$ cat src/rtl/alu_issue_pkg.sv
// Shared types and constants for the LC-3 operate-instruction issue controller.
package alu_issue_pkg;

    typedef enum logic [1:0] {
        IDLE   = 2'd0,
        DECODE = 2'd1,
        EXEC   = 2'd2,
        WB     = 2'd3
    } state_t;

    localparam logic [3:0] OP_ADD = 4'b0001;
    localparam logic [3:0] OP_AND = 4'b0101;
    localparam logic [3:0] OP_NOT = 4'b1001;

    localparam logic [1:0] ALUK_ADD   = 2'b00;
    localparam logic [1:0] ALUK_AND   = 2'b01;
    localparam logic [1:0] ALUK_NOT   = 2'b10;
    localparam logic [1:0] ALUK_PASSA = 2'b11;

    localparam logic [2:0] NZP_N = 3'b100;
    localparam logic [2:0] NZP_Z = 3'b010;
    localparam logic [2:0] NZP_P = 3'b001;

    // True for the operate opcodes this block executes.
    function automatic logic is_supported(input logic [3:0] op);
        return (op == OP_ADD) || (op == OP_AND) || (op == OP_NOT);
    endfunction

endpackage

$ cat src/rtl/reg_file_8x16.sv
// Register file: one synchronous write port, two async operand read ports
// and an async debug read port. Cleared by synchronous reset.
module reg_file_8x16 #(
    parameter int DATA_W = 16,
    parameter int NREG   = 8,
    parameter int AW     = $clog2(NREG)
) (
    input  logic              clk,
    input  logic              rst,
    input  logic              we,
    input  logic [AW-1:0]     waddr,
    input  logic [DATA_W-1:0] wdata,
    input  logic [AW-1:0]     raddr1,
    output logic [DATA_W-1:0] rdata1,
    input  logic [AW-1:0]     raddr2,
    output logic [DATA_W-1:0] rdata2,
    input  logic [AW-1:0]     dbg_addr,
    output logic [DATA_W-1:0] dbg_data
);

    logic [DATA_W-1:0] regs_q [NREG];
    logic [DATA_W-1:0] regs_d [NREG];

    // Next register contents: hold, or overwrite the addressed entry.
    always_comb begin
        regs_d = regs_q;
        if (we) begin
            regs_d[waddr] = wdata;
        end
    end

    // Register the array; reset clears every entry.
    always_ff @(posedge clk) begin
        if (rst) begin
            regs_q <= '{default: '0};
        end else begin
            regs_q <= regs_d;
        end
    end

    assign rdata1   = regs_q[raddr1];
    assign rdata2   = regs_q[raddr2];
    assign dbg_data = regs_q[dbg_addr];

endmodule

$ cat src/rtl/alu_issue_ctrl.sv
// Issue controller for LC-3 ADD/AND/NOT: decodes the instruction, fetches
// operands for the external ALU, captures its result and writes back DR/NZP.
module alu_issue_ctrl
    import alu_issue_pkg::*;
#(
    parameter int DATA_W = 16,
    parameter int NREG   = 8
) (
    input  logic              Clk,
    input  logic              Reset,
    input  logic              instr_valid,
    output logic              instr_ready,
    input  logic [15:0]       IR,
    output logic [DATA_W-1:0] alu_a,
    output logic [DATA_W-1:0] alu_b,
    output logic [1:0]        aluk,
    input  logic [DATA_W-1:0] alu_dout,
    output logic [2:0]        nzp,
    output logic              done,
    output logic              illegal,
    input  logic [2:0]        dbg_sel,
    output logic [DATA_W-1:0] dbg_data
);

    localparam int RA_W = $clog2(NREG);

    state_t            state_q, state_d;
    logic [15:0]       ir_q, ir_d;
    logic [DATA_W-1:0] alu_a_q, alu_a_d;
    logic [DATA_W-1:0] alu_b_q, alu_b_d;
    logic [1:0]        aluk_q, aluk_d;
    logic [DATA_W-1:0] result_q, result_d;
    logic [2:0]        nzp_q, nzp_d;
    logic              done_q, done_d;
    logic              illegal_q, illegal_d;

    logic              rf_we;
    logic [DATA_W-1:0] sr1_val, sr2_val;

    // Sign-extend the 5-bit immediate to the datapath width.
    function automatic logic [DATA_W-1:0] sext5(input logic [4:0] imm);
        return {{(DATA_W-5){imm[4]}}, imm};
    endfunction

    // Condition codes for a writeback value.
    function automatic logic [2:0] calc_nzp(input logic [DATA_W-1:0] v);
        if (v[DATA_W-1])   return NZP_N;
        else if (v == '0)  return NZP_Z;
        else               return NZP_P;
    endfunction

    reg_file_8x16 #(.DATA_W(DATA_W), .NREG(NREG)) u_rf (
        .clk      (Clk),
        .rst      (Reset),
        .we       (rf_we),
        .waddr    (RA_W'(ir_q[11:9])),
        .wdata    (result_q),
        .raddr1   (RA_W'(ir_q[8:6])),
        .rdata1   (sr1_val),
        .raddr2   (RA_W'(ir_q[2:0])),
        .rdata2   (sr2_val),
        .dbg_addr (RA_W'(dbg_sel)),
        .dbg_data (dbg_data)
    );

    // Writeback happens in the WB state; operands are read in DECODE, so a
    // following instruction's DECODE always sees this write.
    assign rf_we = (state_q == WB);

    // FSM next-state, decode, operand fetch, result capture and NZP update.
    always_comb begin
        state_d   = state_q;
        ir_d      = ir_q;
        alu_a_d   = alu_a_q;
        alu_b_d   = alu_b_q;
        aluk_d    = aluk_q;
        result_d  = result_q;
        nzp_d     = nzp_q;
        done_d    = 1'b0;
        illegal_d = 1'b0;
        case (state_q)
            IDLE: begin
                if (instr_valid) begin
                    ir_d      = IR;
                    // Flag unsupported opcodes so the pulse lands in DECODE.
                    illegal_d = !is_supported(IR[15:12]);
                    state_d   = DECODE;
                end
            end
            DECODE: begin
                if (is_supported(ir_q[15:12])) begin
                    alu_a_d = sr1_val;
                    alu_b_d = ir_q[5] ? sext5(ir_q[4:0]) : sr2_val;
                    case (ir_q[15:12])
                        OP_ADD:  aluk_d = ALUK_ADD;
                        OP_AND:  aluk_d = ALUK_AND;
                        default: begin
                            aluk_d  = ALUK_NOT;
                            alu_b_d = '0;
                        end
                    endcase
                    state_d = EXEC;
                end else begin
                    state_d = IDLE;
                end
            end
            EXEC: begin
                result_d = alu_dout;
                done_d   = 1'b1;
                state_d  = WB;
            end
            WB: begin
                nzp_d   = calc_nzp(result_q);
                aluk_d  = ALUK_PASSA;
                state_d = IDLE;
            end
            default: state_d = IDLE;
        endcase
    end

    // State and registered outputs; reset aborts any instruction in flight.
    always_ff @(posedge Clk) begin
        if (Reset) begin
            state_q   <= IDLE;
            ir_q      <= '0;
            alu_a_q   <= '0;
            alu_b_q   <= '0;
            aluk_q    <= ALUK_PASSA;
            result_q  <= '0;
            nzp_q     <= NZP_Z;
            done_q    <= 1'b0;
            illegal_q <= 1'b0;
        end else begin
            state_q   <= state_d;
            ir_q      <= ir_d;
            alu_a_q   <= alu_a_d;
            alu_b_q   <= alu_b_d;
            aluk_q    <= aluk_d;
            result_q  <= result_d;
            nzp_q     <= nzp_d;
            done_q    <= done_d;
            illegal_q <= illegal_d;
        end
    end

    assign instr_ready = (state_q == IDLE);
    assign alu_a       = alu_a_q;
    assign alu_b       = alu_b_q;
    assign aluk        = aluk_q;
    assign nzp         = nzp_q;
    assign done        = done_q;
    assign illegal     = illegal_q;

endmodule
$ cat config.mk
export PLATFORM = sky130hd
export DESIGN_NAME = alu_issue_ctrl
export DESIGN_NICKNAME = d
export VERILOG_FILES = /design/src/rtl/alu_issue_pkg.sv /design/src/rtl/reg_file_8x16.sv /design/src/rtl/alu_issue_ctrl.sv
export SDC_FILE = /design/constraint.sdc
export NUM_CORES = 1
export LEC_CHECK = 0
export ABC_AREA = 1
export ABC_CLOCK_PERIOD_IN_PS = 2500
export BUFFER_PORTS_ARGS = -buffer_cell sky130_fd_sc_hd__buf_4
export CELL_PAD_IN_SITES_DETAIL_PLACEMENT = 1
export CELL_PAD_IN_SITES_GLOBAL_PLACEMENT = 2
export CORE_ASPECT_RATIO = 0.75
export CORE_MARGIN = 5
export CORE_UTILIZATION = 34
export DETAILED_ROUTE_END_ITERATION = 7
export PLACE_DENSITY = 0.95
export SETUP_SLACK_MARGIN = 0.4
export SYNTH_ARGS = -nofsm -noshare
export SYNTH_HDL_FRONTEND = slang
export SYNTH_HIERARCHICAL = 1
export SYNTH_SLANG_ARGS = --single-unit
export TNS_END_PERCENT = 5
$ cat constraint.sdc
create_clock -name Clk -period 2.5 [get_ports Clk]
set_input_delay 0.125 -clock Clk [delete_from_list [all_inputs] [get_ports Clk]]
set_output_delay 0.125 -clock Clk [all_outputs]
set_load 0.005 [all_outputs]
# Word-level counts from Yosys, hierarchy flattened
# Cells that the tools add are included.
[classes]
magnitude_cmp = 5
eq_ne = 11
mux = 23
n_bitwise = 6
reduce_logical = 14
[ops]
columns = ["op", "count"]
rows = [
  ["16-bit binary-select mux with 3-bit select", 3],
  ["16-bit 2-to-1 mux", 9],
  ["128-bit bitwise mux", 1],
  ["16-bit demux with 3-bit select", 1],
  ["4-bit greater-or-equal comparator, second input constant", 4],
  ["16-bit zero test", 1],
  ["3-bit NOT with 4-bit output", 4],
  ["4-bit by 1-bit equality test with 1-bit output, second input constant", 2],
  ["4-bit by 3-bit equality test with 1-bit output, second input constant", 2],
  ["4-bit equality test, second input constant", 2],
  ["2-bit 2-to-1 mux", 4],
  ["2-bit case mux with 2 select lines", 2],
  ["2-bit case mux with 4 select lines", 1],
  ["2-bit AND reduction", 3],
  ["2-bit equality test, second input constant", 2],
  ["1-bit logical OR", 4],
  ["4-bit by 1-bit < comparator with 1-bit output, second input constant", 1],
  ["2-bit inequality test, second input constant", 2],
  ["3-bit 2-to-1 mux", 1],
  ["3-bit OR reduction", 1],
  ["2-bit by 1-bit equality test with 1-bit output, second input constant", 1],
  ["2-bit zero test", 1],
  ["1-bit NOT", 2],
  ["2-bit nonzero test", 1],
  ["4 further kinds", 4],
]
[word_totals]
reg_bits = 201
input_bits = 38
output_inout_bits = 56
wordCells = 76

# Logic depth before layout (Yosys ltp)
# Gate-level depths: netlist of the first run.
[depth]
depth_word = 6
mapped_depth = 13
depth_no_buf = 12

# Modules after synthesis
# The synthesis of the first run kept the hierarchy.
[modules_own_cells]
columns = ["mod", "instances", "cells_each", "area_per_inst_um2", "seq_area_each_um2"]
rows = [
  ["reg_file_8x16", 1, 1592, 8622.0, 2562.5],
  ["alu_issue_ctrl", 1, 436, 2975.4, 1461.4],
]

# Worst setup path before layout of the first run
# No wires, ideal clock.
[synth_path]
path_kind = "register -> register"
startpoint = "register with a tool-made name"
endpoint = "register u_rf/regs_q[117] in the netlist's numbering"
setup_ns = 0.116
arrival_ns = 1.301
slack_ns = 1.084
stages_incl_launch_ff = 9
cell_sequence = "dfxtp_1 > nand2_1 > inv_1 > inv_2 > nor2_4 > nand2_2 > clkbuf_1 > o21ai_0 > nor2_1"
[synth_lines]
columns = ["item", "line_no", "source"]
rows = [
  ["to (signal assigned)", "reg_file_8x16.sv:37", "regs_q <= regs_d;"],
  ["to (decl)", "reg_file_8x16.sv:21", "logic [DATA_W-1:0] regs_q [NREG];"],
]

==> results of run 1 <==
[final timing paths]
path	startpoint	to	slack (ns)	cells after the start
setup reg to reg	flop	u_rf/regs_q[115]$_SDFFE_PP0P_	0.48	8
hold reg to reg	alu_b[12]$_SDFFE_PP0P_	alu_b[12]$_SDFFE_PP0P_	0.48	2
setup / recovery	flop	u_rf/regs_q[115]$_SDFFE_PP0P_	0.48	8
hold / removal	alu_dout[5]	result_q[5]$_SDFFE_PP0P_	0.35	4
[synth_stat cells (all sizes together)]
library cell,count,area share
nor3,3,0.0013
o21ai,168,0.073
a211oi,2,0.0013
nand2,733,0.24
a21oi,22,0.0095
buf,53,0.028
clkinv,7,0.0028
clkbuf,68,0.023
nand3,207,0.090
inv,193,0.062
nor2,371,0.12
dfxtp,201,0.35
[layout by cell type (no fill, tap or decap), types with 2 or more instances in the layout]
cell,netlist,final
a211oi_1,2,2
a21oi_1,22,22
buf_12,0,3
buf_4,1,116
clkbuf_1,61,5
clkbuf_16,0,23
clkbuf_8,0,6
clkinv_1,2,2
clkinv_2,5,5
dfxtp_1,201,199
dfxtp_2,0,2
dlygate4sd3_1,0,37
inv_1,183,182
inv_2,10,11
nand2_1,725,725
nand2_2,7,7
nand3_1,206,206
nor2_1,364,364
nor2_2,3,3
nor2_4,4,4
nor3_1,3,3
o21ai_0,164,164
o21ai_1,4,4
[flip-flops by register name, summed over array words and instances (netlist names), named ones only]
name and count:
state_q 1, illegal 1, done 1, alu_b 16
ir_q 16, alu_a 16, aluk 2, nzp 3
result_q 16, u_rf/regs_q 128
[per-layer routing]
| metal | routed length, um | vias to the layer above | global-route usage | part of all wire |
|---|---|---|---|---|
| met5 | 46 | - | 0.009926 | 0.00086 |
| met4 | 1475 | 2 | 0.06709 | 0.028 |
| met3 | 5146 | 82 | 0.06932 | 0.097 |
| met2 | 22420 | 524 | 0.4123 | 0.42 |
| met1 | 24170 | 6597 | 0.3846 | 0.45 |
| li1 | - | 6338 | - | - |
[critical path, cell delays in order, from the launching register on]
cell and delay (ns):
dfxtp_1 0.41, nand2_1 0.18, inv_1 0.19, inv_2 0.06
nor2_4 0.15, nand2_2 0.28, inv_2 0.42, nor2_1 0.10
nor2_1 0.13
[through the flow]
| stage | instances | setup WS, ns | hold WS [ns] | instance area [sq um] |
|---|---|---|---|---|
| after global placement | 2476 | 0.4649 | 0.3485 | 12510 |
| after floorplan | 2028 | 1.084 | 0.2599 | 11600 |
| final | 2552 | 0.4776 | 0.3474 | 13620 |
| after CTS | 2551 | 0.5058 | 0.3269 | 13620 |
| after detailed placement | 2476 | 0.4546 | 0.3556 | 12510 |
| after global routing | 2551 | 0.3719 | 0.3793 | 13620 |
[power groups by stage]
stage / sequential [W] / combinational, W / clock, W
floorplan: 0.00336 / 0.000831 / 0
global placement: 0.00340 / 0.00127 / 0
detailed placement: 0.00340 / 0.00130 / 0
CTS: 0.00333 / 0.00136 / 0.00347
global route: 0.00334 / 0.00152 / 0.00361
finish: 0.00333 / 0.00139 / 0.00343
[layout make-up]
| type | count | area [sq um] |
|---|---|---|
| fill | 4589 | 19980 |
| multi-input combinational | 1506 | 6228 |
| sequential | 201 | 4026 |
| timing repair buffer | 156 | 1301 |
| inverter | 200 | 762.0 |
| clock buffer | 34 | 676.9 |
| tap | 450 | 563.0 |
| clock inverter | 4 | 60.06 |
| antenna | 1 | 2.502 |
[cell families (layout without fill, tap and decap cells)]
logic type / Yosys count / count (layout)
and+or+nand+nor: 1314 / 1314
buffers and inverters: 321 / 394
AOI/OAI and AO/OA: 192 / 192
DFF: 201 / 201
other: 0 / 1
[timing repair]
item | 4_1_cts | 5_1_grt
setup endpoints to repair | 5 | 14
hold buffers | 37 | 0
resized for setup | 1 | 1
hold endpoints to repair | 40 | 0
pin swaps | 0 | 0
==> out/results.ini, run 1 <==
[die]
row_count = 58
core_region_area_sq_mm = 0.03360
ioPinCount = 94
fp.dieW_um = 223.3
die_y_um = 169.9
start_util = 0.3452
die-area_sq_mm = 0.03794

[run]
drv_cap = 0

[critical_path]
critPathMaxFanout = 17
crit_arrival_ns = 2.50
worstSetupPathType = reg -> reg
crit_required_ns = 2.97
cp-end-kind = flop
critPathLaunchType = flop

[power_and_ir_drop]
power_density_mw_per_mm2 = 597.9
power.share.combinational = 0.170
seq_power_share = 0.409
p_int_w = 0.005679
vdd_ir_drop_max_v = 0.0004814
power_frac_clock = 0.421
power_w = 0.008144
switching_power_w = 0.002465
p_sw_frac = 0.3027
p_leak_nw = 7.024

[placed_design]
port_buffers = 93
place_congestion = 0.9491
hpwl_um = 36630

[route]
wl_per_cell_um = 20.87
routed_wl_um = 53260
drtAntennaViolNets = 0
post-route-drc-count = 0
vias = 13540
viasPerCell = 5.307
drtIter0Drc = 1344
firstDrtPassIters = 5

[yosys]
avgSynthCellArea_sq_um = 5.719
syn-cell-area_sq_mm = 0.01160
seq_area_frac_synth = 0.3470
synth_xor_area_frac = 0
synthMuxAreaShare = 0
ys_warn_count = 6
synth_cell_types = 23
synth_simple_gate_area_frac = 0.4538
synth_compound_area_frac = 0.08329
synth_top_family_by_area = simple AND/OR/NAND/NOR gates
synthesis.nets = 2066
postSynthCellCount = 2028
ys_seq_elements = 201
yosys.area_share.adder = 0

[sta]
slew_viol_final = 0
worstMarginPinSlew_ns = 0.8156
max_freq_mhz = 494.5
clock-skew-final_ns = 0.008705
rsz0062_at_grt = true
hold_violations = 0
setup_violations = 0
max_slew_margin = 0.4562
post-route-min-period_ns = 2.022
period_share = 0.8089
fin_tns_setup_ns = 0

[cts]
cts_num_sinks = 201
cts_setup_buffers = 0
clockRootBuffer = clkbuf_16
clockBufferDepth = 3
cts_tree = built
htree_levels = 1
clock_latency_ns = 0.54
clkSlewWorstSetupHoldPaths_ns = 0.06
numCtsBuffers = 23

[global_routing]
grt_pass1_wl_um = 80720
grt-ovfl-total = 0
antenna_found_initial = 0
grt_pass1_vias = 13250
grt_usage = 0.2710
grt_max_degree = 129

[worst_hold_path]
hold_path_class = in -> reg

[layout]
layout-drive-gt1-share = 0.08853
area_delta_synth_final_pct = 17.45
final_core_util = 0.4054
fin_nets = 2126

[status]
status = finished clean

No activity file was read; power rests on OpenSTA's default activity.
==> run 2, diff against run 1 <==
--- a/config.mk
+++ b/config.mk
@@ -6,15 +6,15 @@
 export NUM_CORES = 1
 export LEC_CHECK = 0
 export ABC_AREA = 1
-export ABC_CLOCK_PERIOD_IN_PS = 2500
+export ABC_CLOCK_PERIOD_IN_PS = 1900
 export BUFFER_PORTS_ARGS = -buffer_cell sky130_fd_sc_hd__buf_4
 export CELL_PAD_IN_SITES_DETAIL_PLACEMENT = 1
 export CELL_PAD_IN_SITES_GLOBAL_PLACEMENT = 2
 export CORE_ASPECT_RATIO = 0.75
 export CORE_MARGIN = 5
-export CORE_UTILIZATION = 34
+export CORE_UTILIZATION = 32
 export DETAILED_ROUTE_END_ITERATION = 7
-export PLACE_DENSITY = 0.95
+export PLACE_DENSITY = 0.91
 export SETUP_SLACK_MARGIN = 0.4
 export SYNTH_ARGS = -nofsm -noshare
 export SYNTH_HDL_FRONTEND = slang
==> constraint.sdc (replaced) <==
create_clock -name Clk -period 1.9 [get_ports Clk]
set_input_delay 0.095 -clock Clk [delete_from_list [all_inputs] [get_ports Clk]]
set_output_delay 0.095 -clock Clk [all_outputs]
set_load 0.005 [all_outputs]
==> run 2 against run 1 <==
Net effect: clock skew rose by 0.0043 ns; via count grew 1.8%; die area rose by 5.9%; cell count grew 3.6%; sequential power increased by 31%; core utilization increased by 1.3 points; non-clock buffer count grew 77; final area up 9.9%; count of clock-buffer cells in the layout fell by 7; sequential cell count did not move; clock power grew 48%; worst hold slack worse by 0.14 ns; largest cell class unchanged; largest power group unchanged.
==> out/results.ini, run 2 (synthesis gave the netlist of run 1 again) <==
[cts]
numCtsBuffers = 23
cts_tree = built
clockRootBuffer = clkbuf_16
htree_levels = 1
clock_latency_ns = 0.55
clockBufferDepth = 3
cts_num_sinks = 201
clkSlewWorstSetupHoldPaths_ns = 0.06

[critical_path]
cp-end-kind = output port
path_cells = inv_2, nand2_1, nand3_1, nand2_1, nand2_1, nand2_2, buf_4
worstSetupPathType = reg -> out
crit_required_ns = 1.80
cpPeakStageDelay_ns = 0.32
crit_top_cell = nand2_1
crit_slowest_cell = dfxtp_2
crit_family = simple AND/OR/NAND/NOR gates
critPathMaxFanout = 3
critPathLaunchType = flop
path_buf_inv = 2
crit_arrival_ns = 1.56

[route]
firstDrtPassIters = 5
wl_per_cell_um = 20.64
viasPerCell = 5.210
routed_wl_um = 54590
drtAntennaViolNets = 0
vias = 13780
post-route-drc-count = 0
drtIter0Drc = 1534

[power_and_ir_drop]
switching_power_w = 0.003339
power_density_mw_per_mm2 = 761.5
vdd_ir_drop_max_v = 0.0005671
power_frac_clock = 0.444
p_int_w = 0.008066
power.share.combinational = 0.174
seq_power_share = 0.382
p_leak_nw = 7.660
power_w = 0.01140
p_sw_frac = 0.2928

[sta]
finalWorstSetupSlack_ns = 0.2462
hold_violations = 0
max_slew_margin = 0.5422
clock-skew-final_ns = 0.01303
setup_violations = 0
worstMarginPinSlew_ns = 0.6860
post-route-min-period_ns = 1.654
fin_tns_setup_ns = 0
period_share = 0.8704
slew_viol_final = 0
rsz0062_at_grt = true
max_freq_mhz = 604.7

[placed_design]
place_congestion = 0.9393
hpwl_um = 37430
port_buffers = 93
dp_slack_ns = 0.2544

[layout]
antenna_cells = 0
final_cell_mix = 695 x nand2_1, 363 x nor2_1, 195 x nand3_1, 166 x buf_4, 155 x o21ai_0
layout-drive-gt1-share = 0.2362
area_delta_synth_final_pct = 29.13
fin_nets = 2204
fillerInstances = 4757
regMostFlops = u_rf/regs_q
mostFrequentLayoutCell = nand2_1
final_core_util = 0.4182
largest_reg_flops = 128

[global_routing]
antenna_found_initial = 0
grt_pass1_vias = 13070
grt-ovfl-total = 0
grt_pass1_wl_um = 79880
grt_usage = 0.2533
grt_max_degree = 65

[die]
fp.dieW_um = 229.8
die_y_um = 174.9
die-area_sq_mm = 0.04019
row_count = 60
core_region_area_sq_mm = 0.03581
ioPinCount = 94
start_util = 0.3239

[run]
drv_cap = 0

[status]
status = finished clean

[worst_hold_path]
hold_path_class = in -> reg

[run 2: cell types whose count changed in the layout (fill, tap and decap cells not counted), sizes merged]
cell / previous run / this run
clkinvlp: 0 / 3
dlygate4sd3: 37 / 38
buf: 119 / 192
bufinv: 1 / 5
clkinv: 8 / 11
diode: 1 / 0
clkbuf: 34 / 30
inv: 195 / 194
[run 2: final cells by class]
class,instances,area (sq um),share of cell area
Clock buffer,27,630.6,0.04211
Clock inverter,12,214.0,0.01429
Inverter,200,852.1,0.05690
Multi-Input combinational cell,1506,6397,0.4272
Sequential cell,201,4140,0.2765
Tap cell,465,581.8,0.03885
Timing Repair Buffer,233,2152,0.1437
Timing Repair inverter,1,7.507,0.0005013
[run 2: layer usage]
layer | part of all wire | routed length (um) | up-vias | global-route usage
met3 | 0.094 | 5148 | 70 | 0.06465
met1 | 0.46 | 24960 | 6651 | 0.3676
li1 | - | - | 6500 | -
met2 | 0.42 | 23190 | 560 | 0.3781
met5 | 0 | 0 | - | 0
met4 | 0.024 | 1296 | 0 | 0.05800
[run 2: final timing paths]
check	cells past startpoint	slack, ns	startpoint	to
max	7	0.25	u_rf/regs_q[10]$_SDFFE_PP0P_	dbg_data[10]
min	4	0.21	Reset	u_rf/regs_q[78]$_SDFFE_PP0P_
max reg2reg	11	0.33	ir_q[0]$_SDFFE_PP0P_	alu_b[12]$_SDFFE_PP0P_
min reg2reg	2	0.46	nzp[0]$_SDFFE_PP0P_	nzp[0]$_SDFFE_PP0P_
[run 2: repair_timing]
| item | CTS | global route |
|---|---|---|
| resized for setup | 139 | 174 |
| pin swaps | 11 | 31 |
| hold buffers | 38 | 0 |
| gates cloned | 0 | 4 |
| endpoints found under the setup margin | 82 | 189 |
| buffers inserted | 12 | 33 |
| hold endpoints to repair | 40 | 0 |
[run 2: through the flow]
step / hold slack [ns] / area (sq um) / std cells
after floorplan: 0.2299 / 11600 / 2028
after detailed placement: 0.3245 / 12900 / 2519
after CTS: 0.1639 / 14340 / 2608
after global placement: 0.3225 / 12900 / 2519
final: 0.2054 / 14980 / 2645
after global routing: 0.2003 / 14980 / 2645
[run 2: power by group through the flow]
stage | Sequential [W] | Clock [W] | Combinational, W
floorplan | 0.00443 | 0 | 0.00109
global placement | 0.00445 | 0 | 0.00173
detailed placement | 0.00446 | 0 | 0.00177
CTS | 0.00436 | 0.00515 | 0.00186
global route | 0.00437 | 0.00533 | 0.00216
finish | 0.00436 | 0.00506 | 0.00199
[run 2: worst min-delay path: cells and delay by family]
family                 cells  cell delay, ns
buffers and inverters      2            0.41
AOI/OAI and AO/OA          1            0.15
and+or+nand+nor            1            0.05
==> run 3, diff against run 2 <==
--- a/config.mk
+++ b/config.mk
@@ -14,6 +14,7 @@
 export CORE_MARGIN = 5
 export CORE_UTILIZATION = 32
 export DETAILED_ROUTE_END_ITERATION = 7
+export GPL_TIMING_DRIVEN = 0
 export PLACE_DENSITY = 0.91
 export SETUP_SLACK_MARGIN = 0.4
 export SYNTH_ARGS = -nofsm -noshare
==> run 3 against run 2 <==
Net effect: sequential share of layout area is 0.69 points lower; worst hold slack worse by 0.088 ns; critical path type is now reg -> reg; global-route usage is 2.2 points higher; largest power group unchanged.
==> out/results.ini, run 3 (synthesis gave the netlist of run 1 again) <==
[cts]
htree_levels = 1
cts_num_sinks = 201
clock_latency_ns = 0.55
numCtsBuffers = 23
clockRootBuffer = clkbuf_16
cts_tree = built
clockBufferDepth = 3
clkSlewWorstSetupHoldPaths_ns = 0.07

[placed_design]
place_congestion = 0.9707
port_buffers = 91
hpwl_um = 42950
numPlacedInstances = 2584

[route]
drtIter0Drc = 1162
firstDrtPassIters = 5
drtAntennaViolNets = 0
routed_wl_um = 58180
vias = 13850
wl_per_cell_um = 21.64
viasPerCell = 5.152
post-route-drc-count = 0

[critical_path]
worstSetupPathType = reg -> reg
cp-end-kind = flop
crit_required_ns = 2.34
crit_arrival_ns = 2.22
critPathLaunchType = flop
critPathMaxFanout = 10

[layout]
layout-drive-gt1-share = 0.1547
final_cell_mix = 691 x nand2_1, 363 x nor2_1, 196 x dfxtp_1, 193 x nand3_1, 177 x inv_1
fillerInstances = 4787
mostFrequentLayoutCell = nand2_1
largest_reg_flops = 128
multi_input_area_sq_mm = 0.006538
stdcell_count = 2689
regMostFlops = u_rf/regs_q
seq_area_sq_mm = 0.004038
fin_nets = 2246
area_delta_synth_final_pct = 29.17
antenna_cells = 0

[sta]
hold_violations = 0
post-route-min-period_ns = 1.789
slew_viol_final = 0
clock-skew-final_ns = 0.01417
rsz0062_at_grt = true
worstMarginPinSlew_ns = 0.7981
setup_violations = 0
fin_tns_setup_ns = 0
hold_ws_ns = 0.1176
period_share = 0.9416
max_freq_mhz = 559.0
max_slew_margin = 0.4672

[global_routing]
grt_pass1_wl_um = 85200
grt_max_degree = 15
grt_usage = 0.2756
antenna_found_initial = 2
grt_pass1_vias = 13700
grt-ovfl-total = 0

[worst_hold_path]
hold_path_class = in -> reg

[power_and_ir_drop]
vdd_ir_drop_max_v = 0.0005030
p_leak_nw = 7.638
power_density_mw_per_mm2 = 767.4

[die]
ioPinCount = 94
start_util = 0.3239
die-area_sq_mm = 0.04019
die_y_um = 174.9
core_region_area_sq_mm = 0.03581
row_count = 60
fp.dieW_um = 229.8

[run]
drv_cap = 0

[status]
status = finished clean

## run 3: routing by layer
layer	track usage	routed length (um)	part of all wire	vias to the layer above
li1	-	-	-	6597
met1	0.3894	26980	0.46	6650
met2	0.4361	25320	0.44	508
met3	0.04808	4200	0.072	98
met4	0.07369	1682	0.029	0
met5	0	0	0	-
## run 3: stage by stage
step                power [W]  worst slack (ns)  instance area (sq um)    util
CTS                   0.01142            0.1883                  14550  0.4063
detailed placement   0.006362           -0.3978                  12860  0.3592
global placement     0.006322           -0.3942                  12860  0.3592
floorplan            0.005521            0.4837                  11600       -
global route          0.01194           0.08598                  14980  0.4183
finish                0.01150            0.1110                  14980  0.4183
## run 3: area by class of cell
class	instances	share of cell area
clock buffer	26	0.04051
sequential	201	0.2695
buffer	121	0.06047
inverter	200	0.05437
timing repair buffer	154	0.08745
clock inverter	15	0.01244
multi-input combinational	1507	0.4364
tap	465	0.03884
## run 3: final timing paths
| path | start | to | slack [ns] | cells after the start |
|---|---|---|---|---|
| setup reg to reg | ir_q[7]$_SDFFE_PP0P_ | alu_a[8]$_SDFFE_PP0P_ | 0.11 | 9 |
| setup / recovery | ir_q[7]$_SDFFE_PP0P_ | alu_a[8]$_SDFFE_PP0P_ | 0.11 | 9 |
| hold / removal | Reset | u_rf/regs_q[95]$_SDFFE_PP0P_ | 0.12 | 5 |
| hold reg to reg | nzp[1]$_SDFFE_PP1P_ | nzp[1]$_SDFFE_PP1P_ | 0.47 | 2 |
## run 3: report_power, final
part	internal (W)	switching, W	leakage, nW	total, W
combinational	0.000800	0.00151	5.62	0.00231
clock	0.00284	0.00196	0.388	0.00480
sequential	0.00428	0.000104	1.63	0.00439
## run 3: worst max-delay path, stage by stage, from the launching register on
cell        delay [ns]
dfxtp_1           0.33
buf_4             0.19
clkinvlp_4        0.17
buf_4             0.22
nand3_1           0.09
nand2_1           0.16
nand2_1           0.17
nand2_1           0.12
nor2_1            0.15
nor2_1            0.06
## run 3: what timing repair did
action	in CTS	in global routing
resized for setup	154	92
setup buffers	8	18
endpoints found under the setup margin	196	197
gates cloned	1	2
hold buffers	35	0
pin swaps	24	14
endpoints found under the hold margin	40	0
